===== src/rtl/fifo_wr_arbiter_pkg.sv =====
// Shared types and helpers for the FIFO write-side arbiter.
// The word width default here must track the FIFO's own data width.
package fifo_wr_arbiter_pkg;

    localparam int FIFO_DATA_WIDTH = 8;
    localparam int MAX_REQ         = 8;

    typedef enum logic {
        ARB_IDLE = 1'b0,
        ARB_OWN  = 1'b1
    } arb_state_e;

    function automatic logic [MAX_REQ-1:0] onehot(input logic [2:0] index);
        logic [MAX_REQ-1:0] vec;
        vec        = '0;
        vec[index] = 1'b1;
        return vec;
    endfunction

endpackage


===== src/rtl/fifo_wr_arbiter_if.sv =====
// Producer/FIFO-side bundle of the write arbiter: requests and data in, grant and FIFO write out.
interface fifo_wr_arbiter_if
    import fifo_wr_arbiter_pkg::*;
#(
    parameter int NUM_REQ    = 4,
    parameter int DATA_WIDTH = FIFO_DATA_WIDTH
);
    logic [NUM_REQ-1:0]            req;
    logic [NUM_REQ*DATA_WIDTH-1:0] req_data;
    logic                          full;
    logic [NUM_REQ-1:0]            gnt;
    logic [NUM_REQ-1:0]            ack;
    logic                          w_en;
    logic [DATA_WIDTH-1:0]         data_in;
    logic                          busy;

    modport master (
        output req, req_data, full,
        input  gnt, ack, w_en, data_in, busy
    );

    modport slave (
        input  req, req_data, full,
        output gnt, ack, w_en, data_in, busy
    );
endinterface


===== src/rtl/fifo_wr_arbiter_rr_pick.sv =====
// Combinational round-robin picker: searches from last_i+1 upward with wrap,
// so the previous owner is considered last.
module rr_pick #(
    parameter int NUM_REQ = 4,
    parameter int IDX_W   = 2
) (
    input  logic [NUM_REQ-1:0] req_i,
    input  logic [IDX_W-1:0]   last_i,
    output logic               found_o,
    output logic [IDX_W-1:0]   winner_o
);

    logic [IDX_W:0] idx;

    // Walk from the farthest candidate to the nearest so the nearest hit wins.
    always_comb begin
        found_o  = 1'b0;
        winner_o = '0;
        idx      = '0;
        for (int k = NUM_REQ; k >= 1; k--) begin
            idx = {1'b0, last_i} + (IDX_W+1)'(k);
            if (idx >= (IDX_W+1)'(NUM_REQ)) begin
                idx = idx - (IDX_W+1)'(NUM_REQ);
            end
            if (req_i[idx[IDX_W-1:0]]) begin
                found_o  = 1'b1;
                winner_o = idx[IDX_W-1:0];
            end
        end
    end

endmodule


===== src/rtl/fifo_wr_arbiter.sv =====
// Shares the FIFO write port between NUM_REQ producers: round-robin grant,
// burst locking up to MAX_BURST accepted words, and stalls while the FIFO is full.
module fifo_wr_arbiter
    import fifo_wr_arbiter_pkg::*;
#(
    parameter int NUM_REQ    = 4,
    parameter int DATA_WIDTH = FIFO_DATA_WIDTH,
    parameter int MAX_BURST  = 4,
    parameter int CNT_WIDTH  = 4
) (
    input  logic              wclk,
    input  logic              wrst_n,
    fifo_wr_arbiter_if.slave  bus
);

    localparam int IDX_W = (NUM_REQ > 1) ? $clog2(NUM_REQ) : 1;

    arb_state_e           state_q;
    logic [NUM_REQ-1:0]   gnt_q;
    logic                 busy_q;
    logic [IDX_W-1:0]     last_owner_q;
    logic [CNT_WIDTH-1:0] burst_cnt_q;

    logic [DATA_WIDTH-1:0] req_data_arr [NUM_REQ];
    logic                  owning;
    logic                  w_en;
    logic                  burst_last;
    logic                  release_ev;
    logic                  pick_found;
    logic [IDX_W-1:0]      pick_winner;

    generate
        for (genvar gi = 0; gi < NUM_REQ; gi++) begin : g_slice
            assign req_data_arr[gi] = bus.req_data[gi*DATA_WIDTH +: DATA_WIDTH];
        end
    endgenerate

    // While a grant is held, last_owner_q is the current owner.
    assign owning     = |gnt_q;
    assign w_en       = owning & bus.req[last_owner_q] & ~bus.full;
    assign burst_last = (burst_cnt_q == CNT_WIDTH'(MAX_BURST - 1));
    assign release_ev = owning & (~bus.req[last_owner_q] | (w_en & burst_last));

    // An owner that still requests is searched last, so it is regranted only when alone.
    rr_pick #(
        .NUM_REQ (NUM_REQ),
        .IDX_W   (IDX_W)
    ) u_rr_pick (
        .req_i    (bus.req),
        .last_i   (last_owner_q),
        .found_o  (pick_found),
        .winner_o (pick_winner)
    );

    assign bus.gnt     = gnt_q;
    assign bus.busy    = busy_q;
    assign bus.w_en    = w_en;
    assign bus.ack     = w_en ? gnt_q : '0;
    assign bus.data_in = owning ? req_data_arr[last_owner_q] : '0;

    always_ff @(posedge wclk or negedge wrst_n) begin
        if (!wrst_n) begin
            state_q      <= ARB_IDLE;
            gnt_q        <= '0;
            busy_q       <= 1'b0;
            last_owner_q <= IDX_W'(NUM_REQ - 1);
            burst_cnt_q  <= '0;
        end else begin
            case (state_q)
                ARB_IDLE: begin
                    if (pick_found) begin
                        state_q      <= ARB_OWN;
                        gnt_q        <= NUM_REQ'(onehot(3'(pick_winner)));
                        busy_q       <= 1'b1;
                        last_owner_q <= pick_winner;
                        burst_cnt_q  <= '0;
                    end
                end
                ARB_OWN: begin
                    if (release_ev) begin
                        if (pick_found) begin
                            gnt_q        <= NUM_REQ'(onehot(3'(pick_winner)));
                            last_owner_q <= pick_winner;
                            burst_cnt_q  <= '0;
                        end else begin
                            state_q     <= ARB_IDLE;
                            gnt_q       <= '0;
                            busy_q      <= 1'b0;
                            burst_cnt_q <= '0;
                        end
                    end else if (w_en) begin
                        burst_cnt_q <= burst_cnt_q + 1'b1;
                    end
                end
                default: begin
                    state_q <= ARB_IDLE;
                    gnt_q   <= '0;
                    busy_q  <= 1'b0;
                end
            endcase
        end
    end

endmodule


===== src/flat_wrapper.sv =====
// flat-port wrapper written by rule: the top's interface ports become plain ports
module fifo_wr_arbiter_flat import fifo_wr_arbiter_pkg::*;
#(
    parameter int NUM_REQ    = 4,
    parameter int DATA_WIDTH = FIFO_DATA_WIDTH,
    parameter int MAX_BURST  = 4,
    parameter int CNT_WIDTH  = 4
)
  (wclk, wrst_n, bus_req, bus_req_data, bus_full, bus_gnt, bus_ack, bus_w_en, bus_data_in, bus_busy);
  fifo_wr_arbiter_if #(.NUM_REQ(NUM_REQ), .DATA_WIDTH(DATA_WIDTH)) bus_i ();
  input  logic wclk;
  input  logic wrst_n;
  input wire logic [$bits(bus_i.req)-1:0] bus_req;
  input wire logic [$bits(bus_i.req_data)-1:0] bus_req_data;
  input wire logic [$bits(bus_i.full)-1:0] bus_full;
  output wire logic [$bits(bus_i.gnt)-1:0] bus_gnt;
  output wire logic [$bits(bus_i.ack)-1:0] bus_ack;
  output wire logic [$bits(bus_i.w_en)-1:0] bus_w_en;
  output wire logic [$bits(bus_i.data_in)-1:0] bus_data_in;
  output wire logic [$bits(bus_i.busy)-1:0] bus_busy;
  assign bus_i.req = bus_req;
  assign bus_i.req_data = bus_req_data;
  assign bus_i.full = bus_full;
  assign bus_gnt = bus_i.gnt;
  assign bus_ack = bus_i.ack;
  assign bus_w_en = bus_i.w_en;
  assign bus_data_in = bus_i.data_in;
  assign bus_busy = bus_i.busy;
  fifo_wr_arbiter #(.NUM_REQ(NUM_REQ), .DATA_WIDTH(DATA_WIDTH), .MAX_BURST(MAX_BURST), .CNT_WIDTH(CNT_WIDTH)) u_core (.wclk(wclk), .wrst_n(wrst_n), .bus(bus_i));
endmodule

===== config.mk =====
export PLATFORM = sky130hd
export DESIGN_NAME = fifo_wr_arbiter_flat
export DESIGN_NICKNAME = d
export VERILOG_FILES = /design/src/rtl/fifo_wr_arbiter_pkg.sv /design/src/rtl/fifo_wr_arbiter_if.sv /design/src/rtl/fifo_wr_arbiter_rr_pick.sv /design/src/rtl/fifo_wr_arbiter.sv /design/src/flat_wrapper.sv
export SDC_FILE = /design/constraint.sdc
export NUM_CORES = 1
export LEC_CHECK = 0
export CELL_PAD_IN_SITES_DETAIL_PLACEMENT = 2
export CELL_PAD_IN_SITES_GLOBAL_PLACEMENT = 2
export CORE_MARGIN = 2
export CORE_UTILIZATION = 21
export CTS_CLUSTER_DIAMETER = 30
export DETAILED_ROUTE_END_ITERATION = 6
export HOLD_SLACK_MARGIN = 0.08
export PLACE_DENSITY = 0.88
export SETUP_SLACK_MARGIN = 0.3
export SLEW_MARGIN = 20
export SYNTH_ARGS = -nofsm -noshare
export SYNTH_HDL_FRONTEND = slang
export SYNTH_SLANG_ARGS = --single-unit

===== constraint.sdc =====
create_clock -name wclk -period 2.6 [get_ports wclk]
set_clock_uncertainty 0.15 [all_clocks]
set_input_delay 0.39 -clock wclk [delete_from_list [all_inputs] [get_ports wclk]]
set_output_delay 0.39 -clock wclk [all_outputs]
set_load 0.03 [all_outputs]

==> impl_metrics.csv, run 1 <==
group,metric,value,unit
yosys,avgSynthCellArea,10.4,µm²
setup_path,r2r_slack,0.31,ns
setup_path,cp-start-kind,"register",
setup_path,crit_top_cell,"buf_6",
drt,dr.first_iter.drc_count,19,
drt,vias,1133,
setup_path,r2r_start,"u_core.last_owner_q[0]",
yosys,yosysSeqAreaShare,30.6,%
global_route,grt_overflow_total,0,
layout,fill_cells,474,
setup_path,max_stage_delay,0.64,ns
timing,tightest_slew,0.611,ns
layout,fin_area,0.00191,mm²
setup_path,crit_type,"register to output pin",
drt,viasPerCell,5.08,
floorplanning,die_h,72.6,µm
flow_run,maxCapViolations,0,
clock_network,clock_latency,0.25,ns
power,p_per_area,1200,mW/mm²
global_route,antenna_found_initial,0,
placement,post_dp_cell_area,0.00166,mm²
status,outcome,"finished clean",
timing,setup_viol,0,
timing,finalHoldViolations,0,
yosys,synth_edf_count,0,
floorplanning,start_util,22.2,%
placement,dp_hpwl,3.83,mm
power,p_leak,0.813,nW
setup_path,slowest_stage,"dfstp_4",
drt,dr.pass1.iters,4,
setup_path,crit_fanout,5,
floorplanning,die_w,72.6,µm
timing,min_period,2.49,ns
global_route,grt_pass1_vias,1373,
floorplanning,die_area,0.00527,mm²
global_route,use_met3,4.14,%
clock_network,cts_tree,"built",
clock_network,root_buffer,"clkbuf_8",
setup_path,cp-endpoint,"bus_ack[2]",
yosys,async_flop_share,100,%
global_route,grt_usage,20.2,%
timing,rsz0062_at_grt,"yes",
global_route,grt_pass1_wl,7.88,mm
setup_path,r2r_cells,7,
global_route,grt.met1_usage,22.7,%
clock_network,cts_num_sinks,12,
drt,post-route-drc-count,0,
floorplanning,core-area,0.00444,mm²
floorplanning,num_rows,24,
clock_network,postCtsHoldBufs,0,
setup_path,arrival,1.95,ns
global_route,use_met2,38.4,%
drt,wire_per_inst,23.9,µm
yosys,yosys_warnings,0,
yosys,ys_ff_latch,12,
timing,whs,0.371,ns
setup_path,crit_start,"u_core.last_owner_q[0]",
setup_path,reg2reg_to,"u_core.bus.gnt[2]",
global_route,grt_max_degree,13,
timing,slew_viol_final,0,
yosys,syn_inst,95,
drt,drt-total-wl,5.33,mm
setup_path,worstSetupEndpointType,"output pin",
global_route,grt_busiest_layer,"met2",
layout,nets,212,
clock_network,clockBufferDepth,2,
setup_path,crit_chain,"buf_6 -> buf_6 -> mux4_2 -> nor3b_4 -> and2_4 -> buf_6",
drt,drtAntennaViolNets,0,
setup_path,cp_data_required_time,2.06,ns
clock_network,htree_levels,1,
clock_network,cts_buffers,3,
yosys,synthFlopType,"dfrtp_1",
layout,final_cell_mix,"41 x clkdlybuf4s50_1, 17 x buf_4, 16 x buf_6",
timing,fmax,402,MHz
worst_hold_path,hold_class,"input pin to asynchronous set/reset pin",
timing,max_slew_margin,59.1,%
timing,fin_crit_sh,95.6,%
power,peakVddDrop,0.000361,V
yosys,synth_cell_types,36,
layout,area_delta_synth_final,92.8,%
layout,drive_gt1_share,41.5,%
yosys,netlist_area,988,µm²
placement,gp_congestion,0.746,
placement,port_buffers,56,
floorplanning,io-pin-count,57,
clock_network,path_clk_slew,0.06,ns
yosys,synth.net_count,135,
layout,diodes,0,
layout,layout_commonest_cell,"clkdlybuf4s50_1",
power breakdown:
| part | switching [W] | leakage (nW) | internal (W) | total, W |
|---|---|---|---|---|
| Combinational | 0.000891 | 0.634 | 0.000852 | 0.00174 |
| Sequential | 0.0000503 | 0.150 | 0.000268 | 0.000318 |
| Clock | 0.0000844 | 0.0288 | 0.000134 | 0.000219 |
| Total | 0.00103 | 0.813 | 0.00125 | 0.00228 |
worst max-delay path: cells and delay by family (launching register included):
family                 cells  cell delay, ns
flip-flops                 1            0.64
AND/OR/NAND/NOR            2            0.49
multiplexers               1            0.21
buffers and inverters      3            0.34
routing by layer:
layer,share of wire (%),wire length (µm),vias up
li1,-,-,521
met1,38,2010,576
met2,57,3010,24
met3,2.7,145,12
met4,2.9,157,0
met5,0,0,-
worst min-delay path by stage:
| stage | to | start |
|---|---|---|
| after floorplan | u_core.burst_cnt_q[0] | wrst_n |
| after global placement | u_core.burst_cnt_q[0] | u_core.burst_cnt_q[0] |
| after detailed placement | u_core.burst_cnt_q[0] | u_core.burst_cnt_q[0] |
| after CTS | u_core.burst_cnt_q[0] | wrst_n |
| after global routing | u_core.burst_cnt_q[0] | wrst_n |
| final | u_core.burst_cnt_q[1] | wrst_n |
final cells by class:
cell class	instances	area (µm²)	share of cell area, %
Multi-Input combinational cell	75	708	37.2
Sequential cell	12	310	16.3
Timing Repair Buffer	77	756	39.7
Inverter	3	11.3	0.591
Clock buffer	4	55.1	2.89
Tap cell	52	65.1	3.41
logic make-up after synthesis:
family                     synth area share [%]
xor gates and xnor gates                   1.77
AOI/OAI and AO/OA                          18.6
adders and majority gates                  1.27
DFF                                        30.6
and+or+nand+nor                            22.3
muxes                                      21.5
buffers and inverters                      3.92
Yosys cell counts (2+ instances only):
master	number	area (µm²)
nand2b_1	4	25.0
o41ai_1	2	17.5
clkbuf_1	3	11.3
inv_1	3	11.3
dfstp_2	2	52.6
xor2_1	2	17.5
dfrtp_1	10	250
o21ai_0	11	55.1
a21o_1	2	15.0
nor2_1	5	18.8
and2_1	12	75.1
o31ai_1	2	15.0
nand3_1	2	10.0
a21oi_1	3	15.0
or4_1	2	15.0
mux4_2	9	203
o22ai_1	2	12.5
registers in the layout, summed over array words and instances (netlist names):
signal	flops
u_core.bus.busy	1
u_core.state_q	1
u_core.burst_cnt_q	4
u_core.last_owner_q	2
u_core.bus.gnt	4
per-stage QoR:
stage,setup WS [ns],total power [W],std cells,setup TNS (ns),utilization (%)
floorplan,0.307,0.00112,95,0,-
global placement,0.0550,0.00159,208,0,37.2
detailed placement,-0.0429,0.00167,208,-0.0739,37.2
CTS,0.155,0.00213,222,0,41.8
global route,0.0511,0.00239,223,0,42.9
finish,0.113,0.00228,223,0,42.9
repair_timing:
| action | 4_1_cts | 5_1_grt |
|---|---|---|
| endpoints found under the hold margin | 0 | 0 |
| endpoints found under the setup margin | 23 | 21 |
| setup buffers | 10 | 1 |
| gates resized for setup | 75 | 17 |
| pin swaps | 4 | 3 |
Note: power is estimated with default switching activity, not from simulation.
==> run 2: changes to the inputs <==
--- a/config.mk
+++ b/config.mk
@@ -7,7 +7,6 @@
 export LEC_CHECK = 0
 export CELL_PAD_IN_SITES_DETAIL_PLACEMENT = 2
 export CELL_PAD_IN_SITES_GLOBAL_PLACEMENT = 2
-export CORE_MARGIN = 2
 export CORE_UTILIZATION = 21
 export CTS_CLUSTER_DIAMETER = 30
 export DETAILED_ROUTE_END_ITERATION = 6
==> run 2 against run 1 <==
  * Clock power down 22%
  * Sequential share of layout area down 0.67 points
  * Global-route usage up 1.1 points
  * Sequential power up 6.3%
  * Core utilization up 1.8 points
  * Combinational power up 9%
  * Via count up 1.8%
  * Worst hold slack worse by 0.0038 ns
  * Cell area up 4.3%
  * Critical endpoint unchanged
  * The flow now finishes with violations (design-rule violations)
  * Worst setup slack worse by 0.092 ns
  * Register-to-register slack worse by 0.20 ns
  * Count of clock-buffer cells in the layout down 1
==> impl_metrics.csv, run 2 (synthesis results as in run 1) <==
group,metric,value,unit
status,outcome,"finished with violations",
status,violations,"design-rule violations",
drt,viasPerCell,5.10,
setup_path,cp_data_required_time,2.06,ns
setup_path,reg2reg_to,"u_core.burst_cnt_q[1]",
layout,final_cells,226,
timing,max_slew_margin,61.5,%
drt,vias,1153,
clock_network,cts_tree,"built",
clock_network,clock_latency,0.24,ns
layout,area_delta_synth_final,101,%
floorplanning,start_util,22.2,%
placement,port_buffers,56,
drt,wire_per_inst,24.7,µm
clock_network,cts_buffers,3,
layout,layout_commonest_cell,"clkdlybuf4s50_1",
setup_path,worstSetupEndpointType,"output pin",
power,p_per_area,1210,mW/mm²
drt,drt-total-wl,5.58,mm
timing,fmax,388,MHz
placement,place_inst,207,
setup_path,r2r_slack,0.11,ns
layout,fill_cells,472,
layout,final_cell_mix,"42 x clkdlybuf4s50_1, 18 x buf_6, 17 x buf_4",
global_route,grt_pass1_vias,1383,
power,p_leak,0.842,nW
setup_path,crit_fanout,5,
setup_path,r2r_cells,7,
floorplanning,core-area,0.00444,mm²
timing,setup_viol,0,
timing,fin_crit_sh,99.2,%
power,p_total,0.00240,W
clock_network,root_buffer,"clkbuf_8",
global_route,grt_pass1_wl,7.90,mm
timing,tightest_slew,0.576,ns
drt,drtAntennaViolNets,0,
layout,drive_gt1_share,44.8,%
clock_network,htree_levels,1,
floorplanning,io-pin-count,57,
timing,min_period,2.58,ns
setup_path,r2r_start,"u_core.last_owner_q[1]",
flow_run,maxCapViolations,0,
drt,dr.first_iter.drc_count,46,
setup_path,crit_type,"register to output pin",
floorplanning,die_w,70.6,µm
layout,nets,216,
floorplanning,die_h,70.6,µm
placement,gp_congestion,0.745,
clock_network,path_clk_slew,0.05,ns
worst_hold_path,hold_class,"input pin to asynchronous set/reset pin",
clock_network,cts_num_sinks,12,
global_route,grt_usage,21.3,%
placement,dp_hpwl,3.47,mm
drt,post-route-drc-count,2,
global_route,antenna_found_initial,0,
timing,finalHoldViolations,0,
floorplanning,num_rows,24,
setup_path,arrival,2.04,ns
drt,dr.pass1.iters,6,
floorplanning,die_area,0.00499,mm²
global_route,grt_overflow_total,0,
timing,rsz0062_at_grt,"yes",
setup_path,cp-start-kind,"register",
clock_network,postCtsHoldBufs,0,
timing,slew_viol_final,0,
global_route,grt_max_degree,13,
layout,diodes,0,
power,peakVddDrop,0.000446,V
clock_network,clockBufferDepth,2,
==> run 2: changes by cell type in the layout (fill, tap and decap cells not counted), moves of 2 or more <==
| cell | previous run | this run |
|---|---|---|
| o21ai_2 | 0 | 2 |
| nor2_4 | 0 | 2 |
| nor2_2 | 2 | 0 |
| o21ai_0 | 6 | 4 |
| buf_6 | 16 | 18 |
==> run 2: worst max path at each step <==
stage / slack [ns] / to / startpoint / cells after the start
floorplan: 0.31 / bus_ack[0] / u_core.last_owner_q[1] / 4
global placement: 0.05 / bus_data_in[7] / bus_req_data[23] / 4
detailed placement: -0.05 / bus_data_in[6] / bus_req_data[30] / 4
CTS: 0.08 / bus_ack[2] / u_core.last_owner_q[1] / 5
global route: -0.007 / bus_ack[2] / u_core.last_owner_q[1] / 5
finish: 0.02 / bus_ack[2] / u_core.last_owner_q[1] / 5
==> run 2: report_power, final <==
part | internal, W | leakage [nW] | switching (W)
combinational | 0.000945 | 0.670 | 0.000944
sequential | 0.000269 | 0.150 | 0.0000688
clock | 0.000102 | 0.0216 | 0.0000692
total | 0.00132 | 0.842 | 0.00108
==> run 2: layer usage <==
layer	vias to the layer above	wire, µm	track usage [%]	share of wire [%]
li1	525	-	-	-
met1	598	2260	23.6	40
met2	19	3060	43.0	55
met3	11	110	2.99	2.0
met4	0	160	4.22	2.9
met5	-	0	0	0
==> run 2: layout make-up <==
| type | instances | area, µm² | share of cell area (%) |
|---|---|---|---|
| repair buffers | 81 | 805 | 40.5 |
| multi-input cells | 75 | 754 | 38.0 |
| flip-flops and latches | 12 | 310 | 15.6 |
| well taps | 52 | 65.1 | 3.27 |
| clock buffers | 3 | 41.3 | 2.08 |
| inverters | 3 | 11.3 | 0.567 |
==> run 2: what timing repair did <==
action | in CTS | in global routing
setup endpoints to repair | 23 | 23
pin swaps | 3 | 8
gates resized for setup | 78 | 25
buffers inserted | 11 | 4
gates cloned | 1 | 0
==> run 2: through the flow <==
step	worst slack [ns]	cell area [µm²]	setup TNS, ns	utilization, %	hold slack, ns
6_report	0.0207	1990	0	44.7	0.368
5_1_grt	-0.00716	1990	-0.00716	44.7	0.407
4_1_cts	0.0775	1880	0	42.3	0.386
3_5_place_dp	-0.0499	1650	-0.0502	37.1	0.379
3_3_place_gp	0.0528	1650	0	37.1	0.355
2_1_floorplan	0.307	995	0	-	-0.0556
==> run 2: critical path, cell delays in order, from the launching register on <==
cell     delay, ns
dfstp_4       0.65
mux4_2        0.55
nor3b_4       0.18
buf_6         0.13
and2_4        0.16
buf_6         0.13
